$ cat config.mk
export PLATFORM = sky130hd
export DESIGN_NAME = m68k_dma_bus_arbiter
export DESIGN_NICKNAME = d
export VERILOG_FILES = /design/src/rtl/m68k_dma_bus_arbiter.sv
export SDC_FILE = /design/constraint.sdc
export NUM_CORES = 1
export LEC_CHECK = 0
export CAP_MARGIN = 20
export CORE_MARGIN = 2
export CORE_UTILIZATION = 55
export DETAILED_ROUTE_END_ITERATION = 8
export PLACE_DENSITY = 0.8
export SETUP_SLACK_MARGIN = 0.4
export SLEW_MARGIN = 10
export SYNTH_ARGS = -nofsm -noshare
export SYNTH_HDL_FRONTEND = slang
export SYNTH_SLANG_ARGS = --single-unit
export TNS_END_PERCENT = 30
$ cat constraint.sdc
create_clock -name C100 -period 2.9 [get_ports C100]
set_input_delay 0.58 -clock C100 [delete_from_list [all_inputs] [get_ports C100]]
set_output_delay 0.58 -clock C100 [all_outputs]
set_load 0.005 [all_outputs]
$ cat src/rtl/m68k_dma_bus_arbiter.sv
`timescale 1ns/1ps
// ---------------------------------------------------------------------------
// m68k_dma_bus_arbiter
//
// Shares the 68010 bus between the CPU and NREQ on-board DMA masters.
// Toward the CPU it runs the BR/BG/BGACK three-wire arbitration protocol.
// Among the DMA masters it picks one round-robin and hands it the bus with
// a one-hot grant. The bus goes back to the CPU when the owner drops its
// request or its tenure limit expires.
//
// Handshake (req/gnt): req[i] is a level request. gnt[i] rises only after
// req[i] was high on the acknowledge edge. Once granted, gnt[i] stays high
// until req[i] is dropped (the only voluntary release) or the tenure expires.
// A release is always followed by exactly one REL cycle in which neither BR
// nor BGACK is driven, so the CPU can re-own the bus before the next round.
//
// Ports
//   C100          in   system clock, all state changes on posedge
//   RESET_n       in   asynchronous active-low reset
//   req[NREQ]     in   level request per DMA master (synchronous to C100)
//   gnt[NREQ]     out  one-hot grant, at most one bit set
//   P_BG_n        in   bus grant from CPU (asynchronous, synchronised here)
//   P_AS_n        in   address strobe (asynchronous, synchronised here)
//   P_DTACK_n     in   data acknowledge (asynchronous, synchronised here)
//   P_BGACK_in_n  in   BGACK from other external masters (synchronised here)
//   P_BR_n        out  bus request to CPU, active low
//   P_BGACK_n     out  bus grant acknowledge, active low
//   busy          out  arbiter not in IDLE
//   tmo_err       out  one-cycle pulse: BG wait timed out or tenure expired
//   dbg_state     out  FSM state: 0 IDLE, 1 REQ, 2 OWN, 3 REL
// ---------------------------------------------------------------------------
module m68k_dma_bus_arbiter #(
    parameter int NREQ   = 2,
    parameter int BG_TMO = 255,
    parameter int TENURE = 64
) (
    input  logic            C100,
    input  logic            RESET_n,
    input  logic [NREQ-1:0] req,
    output logic [NREQ-1:0] gnt,
    input  logic            P_BG_n,
    input  logic            P_AS_n,
    input  logic            P_DTACK_n,
    input  logic            P_BGACK_in_n,
    output logic            P_BR_n,
    output logic            P_BGACK_n,
    output logic            busy,
    output logic            tmo_err,
    output logic [1:0]      dbg_state
);

    localparam int          PW        = (NREQ > 1) ? $clog2(NREQ) : 1;
    localparam logic [15:0] BG_TMO_LD = 16'(BG_TMO);
    localparam logic [15:0] TENURE_LD = 16'(TENURE);

    // The acknowledge step (BGACK low, BR high, winner latched) happens on
    // the edge that leaves REQ, so it needs no state of its own.
    typedef enum logic [1:0] {
        ST_IDLE = 2'd0,
        ST_REQ  = 2'd1,
        ST_OWN  = 2'd2,
        ST_REL  = 2'd3
    } state_t;

    state_t          state_q, state_d;
    logic [3:0]      sync1_q, sync2_q;
    logic [15:0]     cnt_q, cnt_d;
    logic [15:0]     ten_q, ten_d;
    logic [PW-1:0]   rr_q, rr_d;
    logic [NREQ-1:0] gnt_q, gnt_d;
    logic            br_n_q, br_n_d;
    logic            bgack_n_q, bgack_n_d;
    logic            busy_q, busy_d;
    logic            tmo_q, tmo_d;

    logic            bg_s, as_s, dtack_s, bgack_in_s;
    logic            grant_ok;
    logic            req_held;
    logic            ten_expire;
    logic            win_found;
    logic [PW-1:0]   win_idx;
    logic [PW:0]     cand;
    logic [PW:0]     rr_next_w;
    logic [PW-1:0]   rr_next;
    logic [NREQ-1:0] win_onehot;

    // Synchronised bus inputs, packed {BG, AS, DTACK, BGACK_in}.
    assign bg_s       = sync2_q[3];
    assign as_s       = sync2_q[2];
    assign dtack_s    = sync2_q[1];
    assign bgack_in_s = sync2_q[0];

    // Bus is ours only when the CPU granted it and the previous cycle has
    // fully finished (no AS, no DTACK) and no other master holds BGACK.
    assign grant_ok   = !bg_s && as_s && dtack_s && bgack_in_s;
    assign req_held   = |(req & gnt_q);
    // ten_q counts the remaining OWN cycles; expiry is the cycle in which
    // it would reach 0, giving exactly TENURE cycles of grant.
    assign ten_expire = (TENURE != 0) && (ten_q <= 16'd1);

    // Round-robin pick: first set req bit at or after rr_q, wrapping.
    // Scanning from the farthest offset down lets the nearest one win.
    always_comb begin : pick_winner
        win_found  = 1'b0;
        win_idx    = '0;
        cand       = '0;
        for (int i = NREQ - 1; i >= 0; i--) begin
            cand = {1'b0, rr_q} + (PW+1)'(i);
            if (cand >= (PW+1)'(NREQ)) begin
                cand = cand - (PW+1)'(NREQ);
            end
            if (req[cand[PW-1:0]]) begin
                win_found = 1'b1;
                win_idx   = cand[PW-1:0];
            end
        end
        rr_next_w = {1'b0, win_idx} + (PW+1)'(1);
        if (rr_next_w >= (PW+1)'(NREQ)) begin
            rr_next_w = '0;
        end
        rr_next    = rr_next_w[PW-1:0];
        win_onehot = '0;
        win_onehot[win_idx] = 1'b1;
    end

    // State register and all registered outputs.
    always_ff @(posedge C100 or negedge RESET_n) begin
        if (!RESET_n) begin
            state_q   <= ST_IDLE;
            sync1_q   <= 4'hF;
            sync2_q   <= 4'hF;
            cnt_q     <= '0;
            ten_q     <= '0;
            rr_q      <= '0;
            gnt_q     <= '0;
            br_n_q    <= 1'b1;
            bgack_n_q <= 1'b1;
            busy_q    <= 1'b0;
            tmo_q     <= 1'b0;
        end else begin
            state_q   <= state_d;
            sync1_q   <= {P_BG_n, P_AS_n, P_DTACK_n, P_BGACK_in_n};
            sync2_q   <= sync1_q;
            cnt_q     <= cnt_d;
            ten_q     <= ten_d;
            rr_q      <= rr_d;
            gnt_q     <= gnt_d;
            br_n_q    <= br_n_d;
            bgack_n_q <= bgack_n_d;
            busy_q    <= busy_d;
            tmo_q     <= tmo_d;
        end
    end

    // Next-state logic. In REQ a grant beats both a request drop and a
    // timeout that land on the same cycle.
    always_comb begin : next_state
        state_d = state_q;
        case (state_q)
            ST_IDLE: begin
                if (|req) state_d = ST_REQ;
            end
            ST_REQ: begin
                if (grant_ok) begin
                    state_d = win_found ? ST_OWN : ST_REL;
                end else if (!(|req) || (cnt_q == '0)) begin
                    state_d = ST_REL;
                end
            end
            ST_OWN: begin
                if (!req_held || ten_expire) state_d = ST_REL;
            end
            ST_REL: begin
                state_d = ST_IDLE;
            end
            default: begin
                state_d = ST_IDLE;
            end
        endcase
    end

    // Next values of counters and registered outputs.
    always_comb begin : output_next
        cnt_d     = cnt_q;
        ten_d     = ten_q;
        rr_d      = rr_q;
        gnt_d     = gnt_q;
        br_n_d    = br_n_q;
        bgack_n_d = bgack_n_q;
        tmo_d     = 1'b0;
        case (state_q)
            ST_IDLE: begin
                if (|req) begin
                    br_n_d = 1'b0;
                    cnt_d  = BG_TMO_LD;
                end
            end
            ST_REQ: begin
                if (grant_ok) begin
                    br_n_d = 1'b1;
                    if (win_found) begin
                        bgack_n_d = 1'b0;
                        gnt_d     = win_onehot;
                        rr_d      = rr_next;
                        ten_d     = TENURE_LD;
                    end
                end else if (!(|req)) begin
                    br_n_d = 1'b1;
                end else if (cnt_q == '0) begin
                    br_n_d = 1'b1;
                    tmo_d  = 1'b1;
                end else begin
                    cnt_d = cnt_q - 16'd1;
                end
            end
            ST_OWN: begin
                if (ten_q != '0) ten_d = ten_q - 16'd1;
                // A drop coinciding with expiry is an ordinary release.
                if (!req_held) begin
                    gnt_d     = '0;
                    bgack_n_d = 1'b1;
                end else if (ten_expire) begin
                    gnt_d     = '0;
                    bgack_n_d = 1'b1;
                    tmo_d     = 1'b1;
                end
            end
            default: begin
                gnt_d     = '0;
                br_n_d    = 1'b1;
                bgack_n_d = 1'b1;
            end
        endcase
        busy_d = (state_d != ST_IDLE);
    end

    assign gnt       = gnt_q;
    assign P_BR_n    = br_n_q;
    assign P_BGACK_n = bgack_n_q;
    assign busy      = busy_q;
    assign tmo_err   = tmo_q;
    assign dbg_state = state_q;

endmodule

Yosys cells after proc, flatten, opt, wreduce, memory -nomap -nowiden
Cells that the tools add are included.

word-level totals
  register bits = 49
  bits in latches = 0
  bits in writable memories = 0
  memory bits (read-only) = 0
  input port bits = 8
  output and inout port bits = 8
  logic and storage cells = 111
  memories kept = 0

cells by class
  $add $sub $neg = 6
  multiply operators = 0
  divide/modulo/power cells = 0
  order comparisons = 8
  eq/ne operators = 12
  shift operators = 0
  multiplexer cells = 49
  bitwise operators = 3
  reduce and logical (&&, ||, !) cells = 22

operators by type and width
  cell                     count
  $mux W16                 7
  $pmux W16 S2             2
  $sub A16 B1 Y16 const B  2
  $mux W1                  26
  $le A16 B1 Y1 const B    1
  $logic_not A16 Y1        1
  $mux W2                  8
  $reduce_bool A16 Y1      1
  $ne A2 B2 Y1 const B     7
  $pmux W2 S4              1
  $reduce_and A4 Y1        2
  $lt A1 B2 Y1 const B     3
  $pmux W1 S3              2
  $pmux W2 S3              1
  $reduce_and A3 Y1        2
  $reduce_bool A2 Y1       3
  $reduce_and A5 Y1        1
  $add A1 B1 Y2 const B    2
  $eq A2 B2 Y1 const B     2
  $ge A2 B2 Y1 const B     2
  $logic_and A1 B1 Y1      4
  $ne A4 B4 Y1 const B     1
  $reduce_or A2 Y1         2
  $logic_not A1 Y1         3
  11 further kinds         14

Longest topological paths before layout
Gate-level depths: netlist of the first run.

  word-level depth = 14
  gate-level depth with buffers = 9
  mapped depth without buffers = 7

Least setup slack after synthesis of the first run
Ideal clock, no wire load.

  path type = register -> register
  from = reg state_q[1], in the netlist dbg_state[1]
  to = reg cnt_q[6]
  setup time = 132 ps
  data arrival time = 2203 ps
  required time = 2768 ps
  path slack = 565 ps
  stages on the path, launching flop included = 9
  path buffers = 1
  period minus slack after synthesis = 2335 ps
  cell sequence = dfrtp_1 > inv_1 > ha_1 > clkbuf_1 > o22ai_1 > a211oi_1 > o211ai_4 > o21ai_0 > or3b_1

between the ends
  longest elaborated chain between the ends = 3
  elaborated cells on any way between the ends = 9
  those cells by class = eq/ne: 5; mux: 1; reduce/logical: 3

ends and longest elaborated chain
  item                                                                        line  text
  start, declared                                                             65    state_t state_q, state_d;
  start signal, assigned                                                      141   state_q <= state_d;
  $eq A2 B1 Y1 / $logic_not A2 Y1 (equally long branches)                     191   case (state_q)
  $ne A2 B2 Y1 (no source line) / $reduce_bool A2 Y1 (equally long branches)  --
  $reduce_and A5 Y1 (no source line)                                          --
  end signal, assigned                                                        144   cnt_q <= cnt_d;
  end, declared                                                               67    logic [15:0] cnt_q, cnt_d;

Parallel ways exist; a longest one is shown, timed or not.
A chain may end at the register's enable or synchronous reset.

Worst setup path in the final report of the first run
  from = reg cnt_q[11]
  to = reg cnt_q[3]

between the ends
  longest elaborated chain between the ends = 3

ends and longest elaborated chain
  item                                line  text
  $logic_not A16 Y1                   209   end else if (cnt_q == '0) begin
  $ne A2 B2 Y1 (no source line)       --
  $reduce_and A5 Y1 (no source line)  --

Every way passes these cells.

==> run summary, run 1 <==
DIE
---------------------------------------------------------------------------------
Floorplan row count                                                            25
X dimension of the die                                                    72.8 um
CORE AREA                                                            0.00463 mm^2
Die Area                                                             0.00529 mm^2
Height of the die                                                         72.8 um
Top-level port count                                                           16
Initial standard-cell utilization of the core                               0.562

CRITICAL PATH
---------------------------------------------------------------------------------
Worst setup path class                                                    reg2reg
Kind of end point of the critical path                                  flip-flop
Critical path startpoint category                                       flip-flop
Setup slack of the most critical reg-to-reg path                           450 ps
Highest net fanout along the worst path                                        11
Worst reg2reg endpoint                                                   cnt_q[3]
Data required time of the critical path                                   3090 ps
Worst EP arrival                                                          2640 ps
Number of cells on the worst reg-to-reg path                                    5
Startpoint of the most critical register-to-register path               cnt_q[11]

CTS
---------------------------------------------------------------------------------
H-tree level count                                                              2
Clock root cell                                                          clkbuf_8
Later-pin clock latency in the skew report                                 310 ps
CTS Sinks                                                                      49
Register clock-pin slew on the reported worst setup and hold paths          90 ps
TritonCTS clock tree                                                          yes
Number of clock buffers inserted by TritonCTS                                   5
Number of hold-repair buffers added at the cts stage                            0
Largest buffer count on any clock path                                          2

ROUTE
---------------------------------------------------------------------------------
Post-DRT Antenna Nets                                                           0
Overall via count from detail_route                                         2,019
1st-iter DRT viols                                                            115
Post-detailed-route DRC marker count                                            0
WL final                                                                  5.11 mm
Average detailed-routed wire length per instance                          15.3 um
Iteration count of the initial detailed-routing pass                            4
Average via count per standard cell                                          6.03

GLOBAL ROUTING
---------------------------------------------------------------------------------
GRT Residual Overflow                                                           0
Antenna violations before repair                                                0
Largest net degree at the start of global routing                              42
Met3 Resource Use GR                                                       0.0552
First-pass GRT wire length                                                8.88 mm
Peak-usage layer in the global routing report                                met2
GRT Total Usage                                                             0.216
Via count of the first global-routing pass                                  2,005
Global Route met1 Usage                                                     0.287
Global-route met2 utilization                                               0.342

SYNTHESIS
---------------------------------------------------------------------------------
Count of flip-flops with a built-in enable after synthesis                      0
Number of register bits inferred by synthesis                                  49
Sequential share of the synthesized area                                    0.476
FFs w/ async S/R, synth                                                      1.00
Mean Syn Cell Area                                                      9.96 um^2
Count of different cell masters after synthesis                                51
Top post-synthesis cells by count                                    39 x dfrtp_1, 31 x nor2_1, 17 x xor2_1
Number of nets in the synthesized netlist                                     276
Most used DFF post-synth                                                  dfrtp_1
Cells taking the most area after synthesis                           dfrtp_1 38%, dfstp_2 10%, xor2_1 5.7%, nor2_1 4.5%, ha_1 3.4%
Cell taking the most area after synthesis                                 dfrtp_1
Cells after Synth                                                             261
Most common cell in the netlist                                           dfrtp_1
Syn Std Cell Area                                                    0.00260 mm^2
Synth Warn #                                                                    0
Share of the synthesized area in the top cell type                          0.375

PLACED DESIGN
---------------------------------------------------------------------------------
Post-placement worst setup slack                                           296 ps
Buffers added on ports                                                         15
Half-perimeter wire length of the detailed placement result               3.59 mm
Routability congestion estimate                                             0.852

CELLS AND AREA
---------------------------------------------------------------------------------
Fraction of final layout cells sized beyond drive strength 1                0.135
N_diodes                                                                        0
Area growth, synth to finish                                                12.3%
Number of nets in the finished design                                         295

WORST HOLD PATH
---------------------------------------------------------------------------------
Hold wc startpoint                                                     sync1_q[3]
Worst hold path type                                                      reg2reg
Hold endpoint                                                          sync2_q[3]
Hold Path Stages                                                                0

TIMING
---------------------------------------------------------------------------------
Worst slew margin                                                           0.396
Slew at the pin closest to its max-slew limit                              906 ps
Worst Clk Skew                                                            8.73 ps
Worst setup slack after layout                                             451 ps
Number of max-slew violations in the final report                               0
Final setup TNS                                                              0 ps
Fmax                                                                    0.408 GHz
Period minus WS final                                                     2450 ps
RSZ-0062 raised after global routing                                          yes
Final number of hold-violating endpoints                                        0
Final period utilization                                                    0.845
Setup violators final                                                           0

OUTCOME
---------------------------------------------------------------------------------
Status                                                               complete, no violations

FLOW RUN
---------------------------------------------------------------------------------
Max-Cap Viols                                                                   0

PWR
---------------------------------------------------------------------------------
Reported leakage power                                                    1.16 nW
Total power draw                                                          2.47 mW
Max VDD drop                                                           0.000477 V
Power density over the cells                                          845 mW/mm^2

==> final cells by class <==
cell class / count / area (um^2)
clock buffers: 6 / 72.6
clock inverters: 2 / 10.0
fillers: 391 / 1710
inverters: 9 / 33.8
multi-input cells: 192 / 1290
flip-flops and latches: 49 / 1240
well taps: 54 / 67.6
repair buffers: 23 / 205
==> per-stage QoR <==
stage,std cells,utilization,area (um^2),hold WS [ps]
after floorplan,261,-,2600,284
after global placement,326,0.608,2820,346
after detailed placement,326,0.608,2820,347
after CTS,334,0.626,2900,359
after global routing,335,0.631,2920,361
final,335,0.631,2920,358
==> report_power, final <==
part	leakage [nW]	internal [mW]	total, mW	switching [mW]
Clock	0.0450	0.167	0.388	0.221
Combinational	0.528	0.464	1.02	0.555
Sequential	0.589	0.867	1.06	0.192
==> layout by cell type (no fill, tap or decap), types with 2 or more instances in the layout <==
master and n:
or4_4 2, clkinv_2 2, o21ai_0 9, xnor2_1 3
inv_1 9, a31oi_1 2, nand4_1 7, nor2_1 31
buf_4 8, o2111ai_1 5, ha_1 7, clkdlybuf4s50_1 14
or4_1 6, nand4b_1 5, nand2b_1 3, o21a_1 3
o211ai_4 2, and3_1 2, nand2_1 15, or3_1 3
and2_1 5, clkbuf_8 5, nor4_1 9, or2_2 3
a21oi_1 5, xor2_1 17, dfstp_2 10, or3b_1 2
o22ai_1 2, nor3_1 8, nand3_1 7, mux2_2 3
dfrtp_1 39, nand3b_1 2, o211ai_1 3, o31ai_1 4
==> kinds of logic after synthesis <==
group	after synthesis	synth area share
and+or+nand+nor	116	0.247
DFF	49	0.476
AOI/OAI and AO/OA	45	0.127
xor gates and xnor gates	20	0.0674
buffers and inverters	20	0.0318
adders and majority gates	7	0.0337
muxes	4	0.0168
==> worst max-delay path by stage <==
stage                  from  cells past startpoint  slack [ps]        end
6_report          cnt_q[11]                      5         450   cnt_q[3]
5_1_grt            cnt_q[4]                      5         360   cnt_q[3]
4_1_cts           cnt_q[11]                      5         410   cnt_q[3]
3_5_place_dp         req[1]                      7         300  ten_q[11]
3_3_place_gp         req[1]                      7         380  ten_q[11]
2_1_floorplan  dbg_state[1]                      8         570   cnt_q[6]
==> sequential cells by signal, indices dropped and copies added (netlist names), 2 cells and up <==
| signal | cells |
|---|---|
| dbg_state | 2 |
| ten_q | 16 |
| gnt | 2 |
| cnt_q | 16 |
| sync2_q | 4 |
| sync1_q | 4 |
==> worst max-delay path, cell delays in order, from the launching register on <==
cell	delay, ps
dfrtp_1	420
or4_4	560
or4_4	640
o211ai_4	300
nor3_1	70
or3b_1	350
==> repair_timing <==
item	CTS	global route
endpoints found under the setup margin	0	3
gates resized for setup	0	2
setup buffers	0	1
==> metal layers <==
layer,share of wire,up-vias,wire (um)
li1,-,991,-
met1,0.46,981,2380
met2,0.48,42,2450
met3,0.042,5,217
met4,0.013,0,65
met5,0,-,0
No activity file was read; power rests on OpenSTA's default activity.
==> run 2, diff against run 1 <==
clock period = 2.51 ns   (was 2.9 ns; I/O delays follow)
==> run summary, run 2 (synthesis gave the netlist of run 1 again) <==
TIMING
-------------------------------------------------------------------------------------
Final period utilization                                                        0.911   +0.0667
Fmax                                                                        0.437 GHz   +7.1%
Final setup TNS                                                                  0 ps   unchanged
Number of max-slew violations in the final report                                   0   unchanged
Period minus WS final                                                         2290 ps   -162 ps
Worst slew margin                                                               0.620   +0.224
Worst setup slack after layout                                                 223 ps   -228 ps
Setup violators final                                                               0   unchanged
Worst Clk Skew                                                                7.51 ps   -1.22 ps
Slew at the pin closest to its max-slew limit                                  571 ps   -335 ps
Final number of hold-violating endpoints                                            0   unchanged
RSZ-0062 raised after global routing                                              yes
Post-Route Hold Slack                                                          175 ps   -184 ps

CELLS AND AREA
-------------------------------------------------------------------------------------
N_diodes                                                                            0   unchanged
Area growth, synth to finish                                                    22.5%
Most frequent standard cell in the layout excluding fill and tap cells        dfrtp_1
Post-Layout Cell Count                                                            360   +7.5%
Number of nets in the finished design                                             320   +8.5%
Top Registers                                                            cnt_q: 16 flops, ten_q: 16 flops
Layout Cell Area excl Fill                                               0.00319 mm^2   +9.1%
Fraction of final layout cells sized beyond drive strength 1                    0.245   +0.110
Commonest cells after routing, fill and taps aside                       39 x dfrtp_1, 32 x buf_4, 31 x nor2_1
Number of fill cells in the layout                                                345   -12%
Utilization of the core after routing                                           0.688   +0.0576

CRITICAL PATH
-------------------------------------------------------------------------------------
Critical path startpoint category                                           flip-flop
Data required time of the critical path                                       2710 ps   -380 ps
Start point of the critical path                                            cnt_q[11]
Worst EP arrival                                                              2490 ps   -150 ps
Startpoint of the most critical register-to-register path                   cnt_q[11]
Worst setup path class                                                        reg2reg
Highest net fanout along the worst path                                             8   -3
Setup slack of the most critical reg-to-reg path                               220 ps   -230 ps
Kind of end point of the critical path                                      flip-flop

GLOBAL ROUTING
-------------------------------------------------------------------------------------
Antenna violations before repair                                                    0   unchanged
Largest net degree at the start of global routing                                  27   -36%
GRT Total Usage                                                                 0.220   +0.00368
First-pass GRT wire length                                                    8.95 mm   +0.78%
GRT Residual Overflow                                                               0   unchanged
Via count of the first global-routing pass                                      1,978   -1.3%

ROUTE
-------------------------------------------------------------------------------------
1st-iter DRT viols                                                                151   +31%
Average via count per standard cell                                              6.07   +0.66%
Average detailed-routed wire length per instance                              16.3 um   +6.6%
Overall via count from detail_route                                             2,184   +8.2%
Post-detailed-route DRC marker count                                                0   unchanged
Iteration count of the initial detailed-routing pass                                5   +1
Post-DRT Antenna Nets                                                               0   unchanged
WL final                                                                      5.86 mm   +15%

PWR
-------------------------------------------------------------------------------------
Power density over the cells                                              954 mW/mm^2   +13%
Total power draw                                                              3.04 mW   +23%
Reported leakage power                                                        1.29 nW   +11%
Max VDD drop                                                               0.000540 V   +13%

DIE
-------------------------------------------------------------------------------------
Height of the die                                                             72.8 um   unchanged
X dimension of the die                                                        72.8 um   unchanged
Top-level port count                                                               16   unchanged
CORE AREA                                                                0.00463 mm^2   unchanged
Initial standard-cell utilization of the core                                   0.562   unchanged
Floorplan row count                                                                25   unchanged
Die Area                                                                 0.00529 mm^2   unchanged

CTS
-------------------------------------------------------------------------------------
Largest buffer count on any clock path                                              2   unchanged
Clock root cell                                                              clkbuf_8
TritonCTS clock tree                                                              yes
H-tree level count                                                                  2   unchanged
Register clock-pin slew on the reported worst setup and hold paths              90 ps   about the same
CTS Sinks                                                                          49   unchanged
Number of hold-repair buffers added at the cts stage                                0   unchanged
Later-pin clock latency in the skew report                                     310 ps   about the same
Number of clock buffers inserted by TritonCTS                                       5   unchanged

OUTCOME
-------------------------------------------------------------------------------------
Status                                                                   complete, no violations

PLACED DESIGN
-------------------------------------------------------------------------------------
Buffers added on ports                                                             15   unchanged
Number of placed cells counting well taps                                         339   +4.0%
Half-perimeter wire length of the detailed placement result                   3.82 mm   +6.4%
Placed standard-cell area                                                0.00292 mm^2   +3.8%
Post-placement worst setup slack                                               102 ps   -194 ps
Routability congestion estimate                                                 0.870   +2.2%

FLOW RUN
-------------------------------------------------------------------------------------
Max-Cap Viols                                                                       0   unchanged

WORST HOLD PATH
-------------------------------------------------------------------------------------
Worst hold path type                                                         in2async

==> run 2: changes by cell type in the layout (fill, tap and decap cells not counted), moves of 2 or more <==
cell	delta
buf_4	+24
clkbuf_8	+2
o2111ai_1	-3
o2111ai_2	+3
or4_1	-2
or4_4	+2
==> run 2: final timing paths <==
kind / to / cells past startpoint
min in group C100: sync2_q[1] / 0
max in group asynchronous: P_BGACK_n / 2
worst min-delay path: cnt_q[14] / 1
worst max register to register: cnt_q[12] / 6
worst max-delay path: cnt_q[12] / 6
worst min register to register: sync2_q[1] / 0
==> run 2: per-layer routing <==
layer	track usage	routed length, um	vias to the layer above
met5	0	0	-
met4	0.0926	115	0
met3	0.0483	287	12
met2	0.335	2780	72
met1	0.305	2680	1063
li1	-	-	1037
==> run 2: worst max-delay path, stage by stage (launching register included) <==
cell	delay, ps
dfrtp_1	390
or4_4	550
or4_4	580
buf_4	200
o2111ai_2	210
xor2_1	190
nor2_1	60
==> run 2: area by class of cell <==
class / count / area (um^2) / area share
multi-input combinational: 192 / 1350 / 0.423
sequential: 49 / 1240 / 0.389
timing repair buffer: 48 / 397 / 0.125
clock buffer: 7 / 96.3 / 0.0302
tap: 54 / 67.6 / 0.0212
inverter: 9 / 33.8 / 0.0106
clock inverter: 1 / 5.00 / 0.00157
==> run 2: timing repair <==
item                       CTS  global route
buffers inserted             6             7
setup endpoints to repair   24            33
pin swaps                    7             5
resized for setup            7             6
==> run 2: where the power goes <==
part           internal (mW)  switching (mW)  total, mW
Clock                  0.249           0.257      0.507
Combinational          0.608           0.702       1.31
Sequential              1.00           0.221       1.22
